==> src/rtl/attn_pkg.sv <==
// Shared types and defaults for the attention-score sequencer.
// Optional build macro: ATTN_SEQ_TIMEOUT_EN (see attn_score_sequencer.sv).
package attn_pkg;

    // Sequencer FSM states, 2-bit encoded.
    typedef enum logic [1:0] {
        S_LOAD_Q = 2'd0,
        S_LOAD_K = 2'd1,
        S_DRAIN  = 2'd2,
        S_OUT    = 2'd3
    } attn_seq_state_t;

    localparam int ATTN_DW           = 8;
    localparam int ATTN_NUM_FEAT_DEF = 4;
    localparam int ATTN_NUM_KEYS_DEF = 4;

endpackage

==> src/rtl/attn_mod_counter.sv <==
// Modulo-(MAX+1) counter: increments on inc, wraps to 0 after MAX,
// clr has priority over inc. Width is $clog2-sized, minimum 1 bit.
module attn_mod_counter #(
    parameter int MAX = 3,
    parameter int W   = (MAX > 0) ? $clog2(MAX + 1) : 1
) (
    input  logic         clk,
    input  logic         rst_n,
    input  logic         inc,
    input  logic         clr,
    output logic [W-1:0] cnt,
    output logic         at_max
);

    assign at_max = (cnt == W'(MAX));

    // Count register with synchronous active-low reset.
    // NOTE: sequential state is always written with <= so every flop samples
    // pre-edge values, independent of block ordering.
    always_ff @(posedge clk) begin
        if (!rst_n) begin
            cnt <= '0;
        end else if (clr) begin
            cnt <= '0;
        end else if (inc) begin
            cnt <= at_max ? '0 : cnt + W'(1);
        end
    end

endmodule

==> src/rtl/attn_score_sequencer.sv <==
// Sequences the shared 8-bit signed MAC for NUM_FEAT-term dot products.
// Input: interleaved q/k byte stream (vld/rdy). Output: one score per
// dot product (vld/rdy), m_last on the NUM_KEYS-th score of each row.
// Optional build macro: ATTN_SEQ_TIMEOUT_EN adds a sticky err output and
// an idle timeout (parameter TIMEOUT) that aborts a stalled partial score.
module attn_score_sequencer
    import attn_pkg::*;
#(
    parameter int NUM_FEAT = ATTN_NUM_FEAT_DEF,
    parameter int NUM_KEYS = ATTN_NUM_KEYS_DEF,
    parameter int MAC_LAT  = 1
`ifdef ATTN_SEQ_TIMEOUT_EN
    ,
    parameter int TIMEOUT  = 255
`endif
) (
    input  logic               clk,
    input  logic               rst_n,
    input  logic [ATTN_DW-1:0] s_data,
    input  logic               s_vld,
    output logic               s_rdy,
    output logic [ATTN_DW-1:0] mac_a,
    output logic [ATTN_DW-1:0] mac_b,
    output logic               mac_en,
    output logic               mac_clr,
    input  logic [ATTN_DW-1:0] mac_result,
    output logic [ATTN_DW-1:0] m_data,
    output logic               m_vld,
    input  logic               m_rdy,
    output logic               m_last,
`ifdef ATTN_SEQ_TIMEOUT_EN
    output logic               err,
`endif
    output logic               busy
);

    localparam int FEAT_W  = (NUM_FEAT > 1) ? $clog2(NUM_FEAT) : 1;
    localparam int KEY_W   = (NUM_KEYS > 1) ? $clog2(NUM_KEYS) : 1;
    localparam int DRAIN_W = (MAC_LAT > 1) ? $clog2(MAC_LAT) : 1;

    attn_seq_state_t state_q, state_d;

    logic [FEAT_W-1:0]  feat_cnt;
    logic               feat_at_max;
    logic               feat_inc;
    logic [KEY_W-1:0]   key_cnt;
    logic               key_at_max;
    logic               key_inc;
    logic [DRAIN_W-1:0] drain_cnt;
    logic               drain_done;
    logic [ATTN_DW-1:0] q_hold;
    logic               s_xfer;
    logic               m_xfer;
    logic               timeout_hit;

    assign s_xfer = s_vld & s_rdy;
    assign m_xfer = m_vld & m_rdy;
    assign busy   = !((state_q == S_LOAD_Q) && (feat_cnt == '0));

    // The drain count is held while the final strobe is still on mac_en, so
    // capture happens MAC_LAT cycles after the MAC consumes the last pair.
    assign drain_done = !mac_en && (drain_cnt == DRAIN_W'(MAC_LAT - 1));

    attn_mod_counter #(.MAX(NUM_FEAT - 1), .W(FEAT_W)) u_feat_cnt (
        .clk    (clk),
        .rst_n  (rst_n),
        .inc    (feat_inc),
        .clr    (timeout_hit),
        .cnt    (feat_cnt),
        .at_max (feat_at_max)
    );

    attn_mod_counter #(.MAX(NUM_KEYS - 1), .W(KEY_W)) u_key_cnt (
        .clk    (clk),
        .rst_n  (rst_n),
        .inc    (key_inc),
        .clr    (1'b0),
        .cnt    (key_cnt),
        .at_max (key_at_max)
    );

    // FSM state register.
    always_ff @(posedge clk) begin
        if (!rst_n) begin
            state_q <= S_LOAD_Q;
        end else begin
            state_q <= state_d;
        end
    end

    // Next-state, input ready and counter strobes.
    // NOTE: every output of this block gets a default first, so no path can
    // leave one unassigned and infer a latch.
    always_comb begin
        state_d  = state_q;
        s_rdy    = 1'b0;
        feat_inc = 1'b0;
        key_inc  = 1'b0;
        case (state_q)
            S_LOAD_Q: begin
                s_rdy = 1'b1;
                if (s_vld) state_d = S_LOAD_K;
            end
            S_LOAD_K: begin
                s_rdy = 1'b1;
                if (s_vld) begin
                    feat_inc = 1'b1;
                    state_d  = feat_at_max ? S_DRAIN : S_LOAD_Q;
                end
            end
            S_DRAIN: begin
                if (drain_done) state_d = S_OUT;
            end
            S_OUT: begin
                if (m_xfer) begin
                    key_inc = 1'b1;
                    state_d = S_LOAD_Q;
                end
            end
            default: state_d = S_LOAD_Q;
        endcase
        if (timeout_hit) state_d = S_LOAD_Q;
    end

    // Operand capture, MAC strobes, drain counting and output register.
    always_ff @(posedge clk) begin
        if (!rst_n) begin
            q_hold    <= '0;
            mac_a     <= '0;
            mac_b     <= '0;
            mac_en    <= 1'b0;
            mac_clr   <= 1'b0;
            drain_cnt <= '0;
            m_data    <= '0;
            m_vld     <= 1'b0;
            m_last    <= 1'b0;
        end else begin
            mac_en  <= 1'b0;
            mac_clr <= 1'b0;
            if (state_q == S_LOAD_Q && s_xfer) begin
                q_hold <= s_data;
            end
            if (state_q == S_LOAD_K && s_xfer) begin
                mac_a   <= q_hold;
                mac_b   <= s_data;
                mac_en  <= 1'b1;
                mac_clr <= (feat_cnt == '0);
            end
            if (state_q != S_DRAIN) begin
                drain_cnt <= '0;
            end else if (!mac_en && !drain_done) begin
                drain_cnt <= drain_cnt + DRAIN_W'(1);
            end
            if (state_q == S_DRAIN && drain_done) begin
                m_data <= mac_result;
                m_vld  <= 1'b1;
                m_last <= key_at_max;
            end
            if (m_xfer) begin
                m_vld  <= 1'b0;
                m_last <= 1'b0;
            end
        end
    end

`ifdef ATTN_SEQ_TIMEOUT_EN
    logic [7:0] idle_cnt;
    logic       idle_cond;

    assign idle_cond = !s_vld && ((state_q == S_LOAD_K) ||
                                  (state_q == S_LOAD_Q && feat_cnt != '0));
    assign timeout_hit = idle_cond && (idle_cnt == 8'(TIMEOUT - 1));

    // Idle counter and sticky error flag for a stalled partial score.
    always_ff @(posedge clk) begin
        if (!rst_n) begin
            idle_cnt <= '0;
            err      <= 1'b0;
        end else begin
            if (!idle_cond || timeout_hit) begin
                idle_cnt <= '0;
            end else begin
                idle_cnt <= idle_cnt + 8'd1;
            end
            if (timeout_hit) err <= 1'b1;
        end
    end
`else
    assign timeout_hit = 1'b0;
`endif

endmodule

==> config.mk <==
export PLATFORM = sky130hd
export DESIGN_NAME = attn_score_sequencer
export DESIGN_NICKNAME = d
export VERILOG_FILES = /design/src/rtl/attn_pkg.sv /design/src/rtl/attn_mod_counter.sv /design/src/rtl/attn_score_sequencer.sv
export SDC_FILE = /design/constraint.sdc
export NUM_CORES = 1
export LEC_CHECK = 0
export BUFFER_PORTS_ARGS = -buffer_cell sky130_fd_sc_hd__buf_2
export CELL_PAD_IN_SITES_DETAIL_PLACEMENT = 0
export CELL_PAD_IN_SITES_GLOBAL_PLACEMENT = 1
export CORE_UTILIZATION = 40
export DETAILED_ROUTE_END_ITERATION = 6
export MAX_ROUTING_LAYER = met4
export PLACE_DENSITY_LB_ADDON = 0.1
export SLEW_MARGIN = 5
export SYNTH_ARGS = -nofsm -noshare
export SYNTH_HDL_FRONTEND = slang
export SYNTH_SLANG_ARGS = --single-unit
==> constraint.sdc <==
create_clock -name clk -period 2.4 [get_ports clk]
set_input_delay 0.12 -clock clk [delete_from_list [all_inputs] [get_ports clk]]
set_output_delay 0.12 -clock clk [all_outputs]
set_load 0.005 [all_outputs]
After elaboration in Yosys (flattened, before gate mapping). Index checks and enable logic that the tools add are counted.

Output and inout port bits: 30. Flip-flop bits (word level): 43.

$add $sub $neg: 3. Equal/unequal tests: 10. Muxes and demuxes: 14. Reductions and logical operators: 16. Bitwise operators: 4.

Operator list (number): $mux 2 (7); $ne 2x2->1 const B (5); $eq 2x2->1 const B (4); $pmux 2 s4 (1); $logic_and 1x1->1 (6); $mux 1 (6); $reduce_or 2->1 (3); $add 2x1->2 const B (2); $logic_not 2->1 (2); $reduce_and 4->1 (1); $logic_not 1->1 (3); $and 1x1->1 (2); $eq 2x1->1 const B (1); $not 1->1 (2); $reduce_and 2->1 (1); $add 1x1->1 const B (1).

Depth between registers and ports, before layout. Gate-level depths: netlist of run 1.

Depth in word-level cells: 6. Mapped depth: 5. Mapped depth without buffers: 4.

Hierarchy. From an unflattened synthesis of run 1, not the netlist that was laid out.

Cells, all modules: 182. Area total of the unflattened synthesis: 1705.4 µm².

Modules (own cells, without submodules): attn_score_sequencer (area each 1512.7 µm², seq. area each 780.7 µm², cells each 164, times used 1); attn_mod_counter (area each 96.3 µm², seq. area each 40.0 µm², cells each 9, times used 2).

Worst setup path before layout of run 1. No wires, ideal clock.

Kind: reg-to-reg. Start: reg drain_cnt. End: reg m_vld. Setup slack: 1142 ps. Buffers on the path: 1. Stages on the path, launching flop included: 5. Clock period less this slack: 1258 ps. Library setup time: 59 ps. Required time: 2341 ps. Arrival time: 1199 ps. Path through: dfxtp_1 -> or4b_4 -> buf_6 -> mux2i_1 -> and2_1.

Word-level cells in the longest chain between the ends: 3.

RTL lines: from (decl) (RTL line attn_score_sequencer.sv:49) `logic [DRAIN_W-1:0] drain_cnt;`; from (signal assigned) (RTL line attn_score_sequencer.sv:152) `drain_cnt <= drain_cnt + DRAIN_W'(1);`; $not 1->1 (RTL line attn_score_sequencer.sv:62) `assign drain_done = !mac_en && (drain_cnt == DRAIN_W'(MAC_LAT - 1));`; $logic_and 1x1->1 (RTL line attn_score_sequencer.sv:62); $logic_and 1x1->1 (RTL line attn_score_sequencer.sv:154) `if (state_q == S_DRAIN && drain_done) begin`; to (signal assigned) (RTL line attn_score_sequencer.sv:135) `m_vld <= 1'b0;`; to (signal assigned) (RTL line attn_score_sequencer.sv:156) `m_vld <= 1'b1;`; to (signal assigned) (RTL line attn_score_sequencer.sv:160) `m_vld <= 1'b0;`; to (decl) (RTL line attn_score_sequencer.sv:28) `output logic m_vld,`.

Every way passes these cells. A chain may end at the register's enable or synchronous reset.

Worst setup path in the final report of run 1.
Start: reg state_q[0]. End: reg mac_a[6].

Word-level cells in the longest chain between the ends: 5. Elaborated cells on any way between the ends: 6.

RTL lines: from (decl) (RTL line attn_score_sequencer.sv:41) `attn_seq_state_t state_q, state_d;`; from (signal assigned) (RTL line attn_score_sequencer.sv:87) `state_q <= state_d;`; $eq 2x1->1 or $logic_not 2->1 (tied branches) (RTL line attn_score_sequencer.sv:99, attn_score_sequencer.sv:143); $reduce_or 2->1 (no source line); $mux 1 (RTL line attn_score_sequencer.sv:99) `case (state_q)`; $and 1x1->1 (RTL line attn_score_sequencer.sv:56) `assign s_xfer = s_vld & s_rdy;`; $logic_and 1x1->1 * (RTL line attn_score_sequencer.sv:143) `if (state_q == S_LOAD_K && s_xfer) begin`; to (signal assigned) (RTL line attn_score_sequencer.sv:144) `mac_a <= q_hold;`; to (decl) (RTL line attn_score_sequencer.sv:22) `output logic [ATTN_DW-1:0] mac_a,`.

Every way passes the cells marked *; elsewhere a longest branch is shown, timed or not.

==> impl_metrics.json, run 1 <==
{
  "relSlewSlack_pct": 53.8,
  "synth_flop_cell": "dfxtp_1",
  "syn_inst": 186,
  "start_util_pct": 42.5,
  "final_area_um2": 2080,
  "finalCriticalPeriod_ns": 1.69,
  "vias_per_cell": 4.78,
  "layout.cells.non_filler": 283,
  "critical_path.top_delay_family": "simple AND/OR/NAND/NOR gates",
  "cap_violations": 0,
  "grt_setup_unrepaired": "no",
  "avgSynthCellArea_um2": 9.26,
  "synth_edf_count": 0,
  "routed_wl_mm": 3.40,
  "cts_made_buffers": 5,
  "fin_skew_ns": 0.00645,
  "ir_drop_mv": 0.318,
  "track_usage_pct": 16.6,
  "mostFrequentLayoutCells": "nand2_1, buf_2, dfxtp_1",
  "hold_viol": 0,
  "fill_cells": 406,
  "hpwlAfterDp_mm": 2.36,
  "finalPower_mw": 1.34,
  "synthesis.nets": 209,
  "area_growth_pct": 21.0,
  "synth_xor_area_share_pct": 0,
  "crit_chain": "and3b_1 -> nand2_1 -> a21boi_0",
  "drc": 0,
  "ys.warnings.count": 0,
  "pin_count": 50,
  "rows": 23,
  "p_leak_nw": 0.897,
  "antenna_found_initial": 0,
  "chipHeight_um": 67.6,
  "clk_path_buf_depth": 2,
  "wl_per_cell_um": 12.0,
  "cts_max_level": 2,
  "core-area_um2": 4060,
  "hold_path.class": "primary input to register",
  "die_area_um2": 4570,
  "async_reset_ff_share_pct": 0,
  "worst-path-buf-inv": 0,
  "cts_sinks": 43,
  "arrival_ns": 1.90,
  "fin_nets": 255,
  "critPathMaxFanout": 20,
  "clockRootBuffer": "clkbuf_8",
  "worst_pin_slew_ns": 0.693,
  "antenna_cells": 0,
  "cp-start-kind": "register",
  "final_common_cell": "nand2_1",
  "synth_area_um2": 1720,
  "dpl_cell_area_um2": 1980,
  "cp_slowest_cell": "and3b_1",
  "portBuffers": 49,
  "setup_viol": 0,
  "drive_above_1_share_pct": 26.2,
  "drt_iter0_drc": 51,
  "post-route-period-util_pct": 70.5,
  "overflow": 0,
  "cts-hold-fix-buffers": 0,
  "critPathCaptureType": "register",
  "worstSetupPathType": "register to register",
  "ys_seq_area_share_pct": 50.0,
  "max_freq_ghz": 0.591,
  "grt_pass1_vias": 1229,
  "setup_tns_ns": 0,
  "gp_congestion": 0.694,
  "synthAdderAreaFrac_pct": 2.18,
  "fp.dieW_um": 67.6,
  "p_per_area_nw_per_um2": 641,
  "synth_top_family_by_area": "simple AND/OR/NAND/NOR gates",
  "place_inst": 275,
  "outcome": "finished, final reports clean",
  "max_stage_delay_ns": 0.68,
  "via_count": 1353,
  "grt_pass1_wl_mm": 5.46,
  "grt_start_max_net_pins": 44,
  "drt_pass1_iterations": 4,
  "cts_tree": "done",
  "slew_viol_final": 0,
  "synth-simple-area-share_pct": 24.6,
  "synth_cell_types": 28,
  "synthMuxAreaShare_pct": 5.81,
  "cts_setup_buffers": 0,
  "ys_seq_elements": 43,
  "cts_resized": 0,
  "ant_nets": 0,
  "path_clk_slew_ns": 0.08,
  "clkLatencyLatePin_ns": 0.29,
  "required_ns": 2.61,
  "synth_compound_area_share_pct": 13.4
}
==> final timing paths <==
path,start,end,slack [ns],depth (start not counted)
max,state_q[0],mac_a[6],0.71,3
min,mac_result[2],m_data[2],0.08,3
max reg2reg,state_q[0],mac_a[6],0.71,3
min reg2reg,mac_a[1],mac_a[1],0.46,2
==> synthesized netlist by cell type (all sizes together), types with 2 or more instances <==
master | number | area [um2]
nor3 | 2 | 10.0
ha | 3 | 37.5
and3 | 2 | 12.5
nand3 | 2 | 10.0
or3 | 2 | 12.5
buf | 8 | 47.5
clkbuf | 3 | 11.3
and2 | 2 | 12.5
a21boi | 27 | 203
nand2 | 57 | 214
inv | 3 | 11.3
nor2b | 11 | 68.8
dfxtp | 43 | 861
mux2i | 10 | 100
==> power breakdown <==
| group | internal [mW] | switching, mW | leakage (nW) | total, mW |
|---|---|---|---|---|
| sequential | 0.733 | 0.0148 | 0.349 | 0.748 |
| clock | 0.262 | 0.227 | 0.0515 | 0.489 |
| combinational | 0.0492 | 0.0502 | 0.496 | 0.0994 |
==> stage by stage <==
step	worst slack, ns	hold slack (ns)	util, %
2_1_floorplan	1.14	0.265	-
3_3_place_gp	0.785	0.372	48.9
3_5_place_dp	0.709	0.378	48.9
4_1_cts	0.700	0.0688	51.4
5_1_grt	0.534	0.0794	51.4
6_report	0.707	0.0785	51.4
==> cell families after synthesis <==
group           Yosys count
simple gates             85
flops                    43
compound gates           31
buf+inv                  14
mux                      10
fa+ha+maj                 3
==> cell type report <==
| cell class | instances | area [um2] | area share (%) |
|---|---|---|---|
| Timing Repair Buffer | 50 | 253 | 12.1 |
| Multi-Input combinational cell | 129 | 797 | 38.2 |
| Inverter | 3 | 11.3 | 0.540 |
| Sequential cell | 43 | 861 | 41.3 |
| Clock buffer | 8 | 100 | 4.80 |
| Tap cell | 50 | 62.6 | 3.00 |
==> worst register-to-register path, stage by stage (launching register included) <==
cell and delay (ns):
dfxtp_1 0.61, and3b_1 0.68, nand2_1 0.14, a21boi_0 0.18
==> routing by layer <==
metal,part of all wire [%],vias to the layer above,track usage (%)
li1,-,704,-
met1,43,600,18.5
met2,47,41,27.0
met3,7.5,8,5.24
met4,1.9,0,7.71
met5,0,-,-
==> registers in the layout, indices dropped and copies added, names as in the netlist, 2 cells and up, named ones only <==
name            count
q_hold              8
u_feat_cnt.cnt      2
mac_b               8
mac_a               8
u_key_cnt.cnt       2
m_data              8
No activity file was read; power rests on OpenSTA's default activity.
==> inputs of run 2 (changes only) <==
Settings changed: ABC_AREA from default to 1, CORE_UTILIZATION 40 to 32.
Clock period 2.4 ns to 1.5 ns, I/O delays scaled along.
==> run 2 against run 1 <==
Final cell count increased by 17%. Worst setup slack got worse by 0.45 ns. Critical path depth increased by 2. Global-route usage decreased by 2.5 points. Combinational power increased by 120%. Sequential share of layout area decreased by 0.32 points. Utilization decreased by 7.8 points. Critical path type unchanged. Critical endpoint is now q_hold[6]. Via count increased by 5.1%. Clock power increased by 66%.
==> impl_metrics.json, run 2 <==
{
  "fin_nets": 285,
  "grt_pass1_wl_mm": 5.62,
  "die_area_um2": 5400,
  "synth_cell_types": 22,
  "whs_ns": 0.0111,
  "synth_edf_count": 0,
  "slew_viol_final": 0,
  "path_clk_slew_ns": 0.08,
  "r2r_slack_ns": 0.26,
  "setup_tns_ns": 0,
  "rows": 25,
  "fp.dieW_um": 73.5,
  "start_util_pct": 34.0,
  "hpwlAfterDp_mm": 2.34,
  "async_reset_ff_share_pct": 0,
  "p_per_area_nw_per_um2": 1080,
  "grt_setup_unrepaired": "no",
  "grt_start_max_net_pins": 39,
  "final_common_cell": "buf_2",
  "drt_pass1_iterations": 4,
  "yosysTopAreaCell": "dfxtp_1",
  "ys.warnings.count": 0,
  "pin_count": 50,
  "chipHeight_um": 73.5,
  "ant_nets": 0,
  "synthTopCellsByCount": "nor2_1, dfxtp_1, o21ai_0",
  "syn_inst": 207,
  "regArea_um2": 861,
  "max_freq_ghz": 0.805,
  "p_leak_nw": 0.983,
  "cts_setup_buffers": 0,
  "critPathMaxFanout": 9,
  "ir_drop_mv": 0.546,
  "ys_seq_area_share_pct": 52.6,
  "grt_pass1_vias": 1300,
  "relSlewSlack_pct": 78.6,
  "cts_tree": "done",
  "core-area_um2": 4820,
  "cap_violations": 0,
  "clockRootBuffer": "clkbuf_8",
  "synth_area_leaders": "dfxtp_1, nor2_1, o21ai_0",
  "multiInputGateArea_um2": 608,
  "via_count": 1422,
  "arrival_ns": 1.43,
  "finish.utilization_pct": 43.6,
  "synth_area_um2": 1640,
  "antenna_found_initial": 0,
  "gp_congestion": 0.696,
  "fin_skew_ns": 0.00233,
  "cp-start-kind": "register",
  "drt_iter0_drc": 61,
  "hold_path.class": "primary input to register",
  "drc": 0,
  "portBuffers": 49,
  "worst_pin_slew_ns": 0.318,
  "setup_viol": 0,
  "routed_wl_mm": 3.39,
  "post-route-period-util_pct": 82.8,
  "ys_seq_elements": 43,
  "drive_above_1_share_pct": 25.5,
  "wl_per_cell_um": 10.3,
  "avgSynthCellArea_um2": 7.91,
  "cts_max_level": 2,
  "finalCriticalPeriod_ns": 1.24,
  "worstSetupPathType": "register to register",
  "clkLatencyLatePin_ns": 0.30,
  "vias_per_cell": 4.31,
  "yosysMostFrequentCell": "nor2_1",
  "hold_viol": 0,
  "critPathCaptureType": "register",
  "required_ns": 1.69,
  "antenna_cells": 0,
  "cts_made_buffers": 5,
  "netlist.area_leader.share_pct": 52.6,
  "outcome": "finished, final reports clean",
  "track_usage_pct": 14.2,
  "mostFrequentLayoutCells": "buf_2, nor2_1, dfxtp_1",
  "area_growth_pct": 28.4,
  "fill_cells": 527,
  "clk_path_buf_depth": 2,
  "overflow": 0,
  "synthesis.nets": 230,
  "synth_flop_cell": "dfxtp_1",
  "cts_sinks": 43
}
run 2: cell types whose count changed in the layout (fill, tap and decap cells not counted), sizes merged, moves of 11 or more:
cell / before / now
a21oi: 1 / 20
nand2: 57 / 11
a21boi: 27 / 0
nor2b: 11 / 0
nor2: 1 / 49
o21ai: 1 / 36
inv: 3 / 28
run 2: cells by family (layout without fill, tap and decap cells):
family	after synthesis	after routing	synth area share, %
simple gates	67	67	17.0
compound gates	57	57	17.8
flops	43	43	52.6
buf+inv	37	93	10.2
fa+ha+maj	3	3	2.29
run 2: repair_timing:
action | CTS | global route
resized for setup | 0 | 0
hold endpoints to repair | 5 | 0
hold buffers | 5 | 0
run 2: report_power, final:
part / total, mW / leakage (nW) / switching, mW / internal [mW]
Sequential: 1.23 / 0.351 / 0.0283 / 1.20
Clock: 0.812 / 0.0515 / 0.391 / 0.421
Combinational: 0.223 / 0.580 / 0.118 / 0.104
Total: 2.26 / 0.983 / 0.538 / 1.72
run 2: worst paths after layout:
check	startpoint	to	cells after the start
min reg2reg	mac_b[3]	mac_b[3]	2
max	register	q_hold[6]	5
min	mac_result[7]	m_data[7]	3
max reg2reg	register	q_hold[6]	5
run 2: metrics by stage:
step / setup WS (ns) / instance area (um2) / power (mW) / instances
final: 0.257 / 2100 / 2.26 / 330
after global routing: 0.0240 / 2100 / 2.37 / 330
after CTS: 0.243 / 2100 / 2.29 / 330
after detailed placement: 0.252 / 1950 / 1.47 / 317
after global placement: 0.284 / 1950 / 1.47 / 317
after floorplan: 0.474 / 1640 / 1.38 / 207
run 2: final cells by class:
type                            instances  share of cell area (%)
Clock buffer                            8                    4.76
Tap cell                               67                    3.99
Inverter                               28                    5.00
Sequential cell                        43                    41.0
Multi-Input combinational cell        127                    28.9
Timing Repair Buffer                   57                    16.3
run 2: critical path: stages, from the launching register on:
cell	delay, ns
dfxtp_1	0.44
nor2_1	0.09
nand2_1	0.23
inv_1	0.20
nor2_1	0.12
nor2_1	0.06
run 2: layer usage:
layer	global-route usage (%)	vias up	routed length [um]
met1	18.0	617	1730
met3	3.70	8	145
met4	7.69	0	74
met2	20.5	28	1430
li1	-	769	-
met5	-	-	0
